### src/rtl/regfile_sb_bypass.sv
// Multi-read-port register file with same-cycle write bypass, pending-write scoreboard
// and a sequential clear engine that zeroes the array after reset or on request.
module regfile_sb_bypass #(
  parameter int unsigned XLEN   = 32,
  parameter int unsigned DEPTH  = 32,
  parameter int unsigned NUM_RD = 2,
  localparam int unsigned AW    = $clog2(DEPTH)
) (
  input  logic                     clk,
  input  logic                     rst,
  input  logic [NUM_RD-1:0]        rd_en,
  input  logic [NUM_RD*AW-1:0]     rd_addr,
  output logic [NUM_RD*XLEN-1:0]   rd_data,
  output logic [NUM_RD-1:0]        rd_pend,
  input  logic                     we,
  input  logic [AW-1:0]            wa,
  input  logic [XLEN-1:0]          wd,
  input  logic                     iss_v,
  input  logic [AW-1:0]            iss_addr,
  input  logic                     clr_req,
  output logic                     ready
);

  typedef enum logic {StClear, StIdle} state_e;

  state_e            state_q, state_d;
  logic [AW-1:0]     clr_ptr_q, clr_ptr_d;
  logic [DEPTH-1:0]  sb_q, sb_d;
  logic [XLEN-1:0]   mem_q [DEPTH];

  logic              mem_we;
  logic [AW-1:0]     mem_wa;
  logic [XLEN-1:0]   mem_wd;

  always_comb begin
    state_d   = state_q;
    clr_ptr_d = clr_ptr_q;
    sb_d      = sb_q;
    mem_we    = 1'b0;
    mem_wa    = wa;
    mem_wd    = wd;
    unique case (state_q)
      StClear: begin
        mem_we    = 1'b1;
        mem_wa    = clr_ptr_q;
        mem_wd    = '0;
        clr_ptr_d = clr_ptr_q + 1'b1;
        if (clr_ptr_q == AW'(DEPTH - 1)) begin
          state_d = StIdle;
        end
      end
      StIdle: begin
        // A clear request drops any writeback/issue presented alongside it.
        if (clr_req) begin
          state_d   = StClear;
          clr_ptr_d = '0;
          sb_d      = '0;
        end else begin
          if (we && (wa != '0)) begin
            mem_we   = 1'b1;
            sb_d[wa] = 1'b0;
          end
          // Issue applied after retire so a same-address issue wins.
          if (iss_v && (iss_addr != '0)) begin
            sb_d[iss_addr] = 1'b1;
          end
        end
      end
      default: state_d = StClear;
    endcase
    sb_d[0] = 1'b0;
  end

  always_ff @(posedge clk or negedge rst) begin
    if (!rst) begin
      state_q   <= StClear;
      clr_ptr_q <= '0;
      sb_q      <= '0;
    end else begin
      state_q   <= state_d;
      clr_ptr_q <= clr_ptr_d;
      sb_q      <= sb_d;
    end
  end

  // Array is not reset; the clear engine zeroes it before ready rises.
  always_ff @(posedge clk) begin
    if (mem_we) begin
      mem_q[mem_wa] <= mem_wd;
    end
  end

  assign ready = (state_q == StIdle);

  always_comb begin
    rd_data = '0;
    rd_pend = '0;
    for (int k = 0; k < int'(NUM_RD); k++) begin
      if (ready && rd_en[k] && (rd_addr[k*AW +: AW] != '0)) begin
        if (we && (wa == rd_addr[k*AW +: AW])) begin
          rd_data[k*XLEN +: XLEN] = wd;
          rd_pend[k]              = 1'b0;
        end else begin
          rd_data[k*XLEN +: XLEN] = mem_q[rd_addr[k*AW +: AW]];
          rd_pend[k]              = sb_q[rd_addr[k*AW +: AW]];
        end
      end
    end
  end

endmodule

### config.mk
export PLATFORM = sky130hd
export DESIGN_NAME = regfile_sb_bypass
export DESIGN_NICKNAME = d
export VERILOG_FILES = /design/src/rtl/regfile_sb_bypass.sv
export SDC_FILE = /design/constraint.sdc
export NUM_CORES = 1
export LEC_CHECK = 0
export BUFFER_PORTS_ARGS = -buffer_cell sky130_fd_sc_hd__buf_2
export CORE_MARGIN = 5
export CORE_UTILIZATION = 55
export CTS_CLUSTER_DIAMETER = 100
export DETAILED_ROUTE_END_ITERATION = 10
export GPL_TIMING_DRIVEN = 1
export PLACE_DENSITY = 0.84
export REMOVE_ABC_BUFFERS = 1
export SYNTH_ARGS = -nofsm -noshare
export SYNTH_HDL_FRONTEND = slang
export SYNTH_SLANG_ARGS = --single-unit
### constraint.sdc
create_clock -name clk -period 4.1 [get_ports clk]
set_input_delay 0.82 -clock clk [delete_from_list [all_inputs] [get_ports clk]]
set_output_delay 0.82 -clock clk [all_outputs]
set_load 0.05 [all_outputs]
==> flow_summary.yaml <==
place:
  io_buffers: 125
  globalplace.congestion: 0.949
  place_hpwl_um: 95800
  dp_cells: 4171
  dpl_cell_area_mm2: 0.0544
worst_setup_path:
  worstPathCellList: "buf_8, buf_12, buf_4, mux4_2, o22a_1, nand4_1, nor4_1, o21a_1, buf_2"
  slowest_stage: "nor4_1"
  worstPathMaxFanout: 45
  cpPeakStageDelay_ns: 0.39
  arrival_ns: 3.24
  worstSetupPathType: "input port to output port"
  critical_path_required_ns: 3.28
  rr_worst_depth: 6
  crit_path_start_kind: "input port"
  critPathCaptureType: "output port"
job:
  drv_cap: 0
detailed_routing:
  dr.pass1.iters: 6
  vias: 32600
  drtIter0Drc: 4879
  via_per_inst: 7.47
  ant_nets: 0
  wire_per_inst_um: 36.1
  drc: 0
  routed_wl_um: 157000
clocking:
  clk_latency_ns: 0.71
  clk_pin_slew_worst_paths_ns: 0.06
  cts_resized: 0
  cts_sinks: 1061
  clockRootBuffer: "clkbuf_16"
  clockBufferDepth: 3
  ctsHtreeMaxLevel: 3
  ctsHoldBuffers: 0
  cts_setup_buffers: 0
  cts_buffers: 105
  cts_tree: "yes"
power_and_ir_drop:
  p_seq_share_pct: 48.5
  p_int_uw: 21000
  pwr-share-comb_pct: 18.8
  ir_drop_mv: 0.537
  powerDensity_mw_per_mm2: 510
  power_leakage_uw: 0.0194
  p_sw_share_pct: 28.6
  p_sw_uw: 8440
  clkPwrFrac_pct: 32.8
  p_total_uw: 29500
hold_path:
  worstHoldPathType: "input port to asynchronous set/reset pin"
final_layout:
  nNetsFinal: 3153
  finalInstanceArea_mm2: 0.0578
  multiInputGateArea_mm2: 0.0182
  syn2layout_area_growth_pct: 13.8
  register_area_mm2: 0.0317
  fillCellCount: 5933
  final_cells: 4360
  layout-drive-gt1-share_pct: 30.1
synthesis:
  syn_inst: 2893
  yosysMostFrequentCell: "edfxtp_1"
  yosys_register_bits: 1061
  ys.flop_type: "edfxtp_1"
  ys_seq_area_share_pct: 62.4
  ys_top_cells_by_count: "edfxtp_1, mux4_2, mux2i_1"
  yosysWarnings: 0
  yosys-top-cells-area: "edfxtp_1, mux4_2, mux2i_1, dfrtp_1, a22oi_1"
  yosysTopAreaCellShare_pct: 60.5
  synth_area_per_cell_um2: 17.6
  ys_types: 60
  syn-cell-area_mm2: 0.0508
  synth_enable_flop_cells: 1024
  synthArstFlopShare_pct: 3.49
  yosysTopAreaCell: "edfxtp_1"
die:
  design.core.area_mm2: 0.0917
  start_util_pct: 55.4
  die_w_um: 314
  ios: 126
  num_rows: 111
  dieArea_mm2: 0.0985
  die_y_um: 314
global_route:
  grt_pass1_wl_um: 229000
  overflow: 0
  antenna_found_initial: 3
  grt_max_degree: 54
  grt_pass1_vias: 33800
  grt.total_usage_pct: 31.8
sta:
  skew_ns: 0.0242
  rsz0062_at_grt: "false"
  worst_pin_slew_ns: 1.19
  maxSlewViolCount: 0
  slew_headroom_pct: 20.4
  finalSetupViolCount: 0
  final.setup.tns_ns: 0
  hold_viol: 0
  finalCritPeriodShare_pct: 99.0
  fmax_mhz: 246
  finalCriticalPeriod_ns: 4.06
outcome:
  status: "complete, no violations"
==> power by group through the flow <==
stage	Clock (µW)	Combinational, µW	Sequential [µW]
after floorplan	0	2740	14200
after global placement	0	5180	14300
after detailed placement	0	5340	14400
after CTS	9680	5400	14300
after global routing	10200	5660	14400
final	9660	5540	14300
==> final cells by class <==
type / count / share of cell area [%]
clock inverter: 68 / 1.22
tap: 1186 / 2.57
sequential: 1061 / 54.8
antenna: 1 / 0.00433
inverter: 9 / 0.0584
timing repair buffer: 317 / 5.23
multi-input combinational: 1598 / 31.4
clock buffer: 120 / 4.68
==> cell usage in the layout (no fill, tap or decap), types with 24 or more instances in the layout <==
cell type and instances:
nor3_1 25, nor2_1 50, buf_2 107, nand4_1 40, buf_4 135, o21a_1 39, o22a_1 38, buf_12 70
nand3_1 52, dfrtp_1 36, a22oi_1 99, nor4_1 39, clkbuf_16 106, mux2_1 27, o22ai_1 41, and2_1 73
clkinv_1 27, edfxtp_1 1024, mux4_2 424, nand2_1 134, nand2b_1 70, nor2_4 35, mux2i_1 202, a32o_1 29
a221oi_1 24
==> state kept, by name (all words and copies together), names as in the netlist <==
name       cells
mem_q       1024
ready          1
sb_q          31
clr_ptr_q      5
==> routing by layer <==
metal	global-route usage, %	vias up	wire length (µm)
met5	0	-	8
li1	-	12500	-
met4	18.0	2	11500
met1	39.2	16400	49700
met3	9.55	710	21800
met2	50.7	2939	74400
==> worst max-delay path, delay by kind of cell <==
family / cells / cell delay, ns
mux: 1 / 0.22
buf+inv: 4 / 1.22
simple gates: 2 / 0.59
compound gates: 2 / 0.35
==> per-stage QoR <==
step | util (%) | hold slack [ns] | setup slack (ns)
final | 63.1 | 0.204 | 0.0409
after global routing | 63.1 | 0.279 | 0.0136
after CTS | 63.0 | 0.211 | 0.0847
after detailed placement | 59.3 | 0.541 | 0.118
after global placement | 59.3 | 0.517 | 0.147
after floorplan | - | 0.481 | -0.783
==> path summary, 6_finish.rpt <==
kind	start	endpoint	slack, ns
worst min register to register	sb_q[29]	sb_q[29]	0.55
min in group clk	iss_addr[3]	sb_q[25]	0.44
max in group asynchronous	rst	ready	3.32
worst max-delay path	rd_addr[6]	rd_data[60]	0.04
worst min-delay path	rst	sb_q[9]	0.20
worst max register to register	ready	mem_q[31][17]	0.86
==> cells by family after synthesis <==
kind of cell               synth area share, %
xor gates and xnor gates                 0.207
and+or+nand+nor                           5.78
AOI/OAI and AO/OA                         5.30
DFF                                       62.4
adders and majority gates               0.0493
buffers and inverters                     2.52
muxes                                     23.8
(Power assumes the default switching activity.)
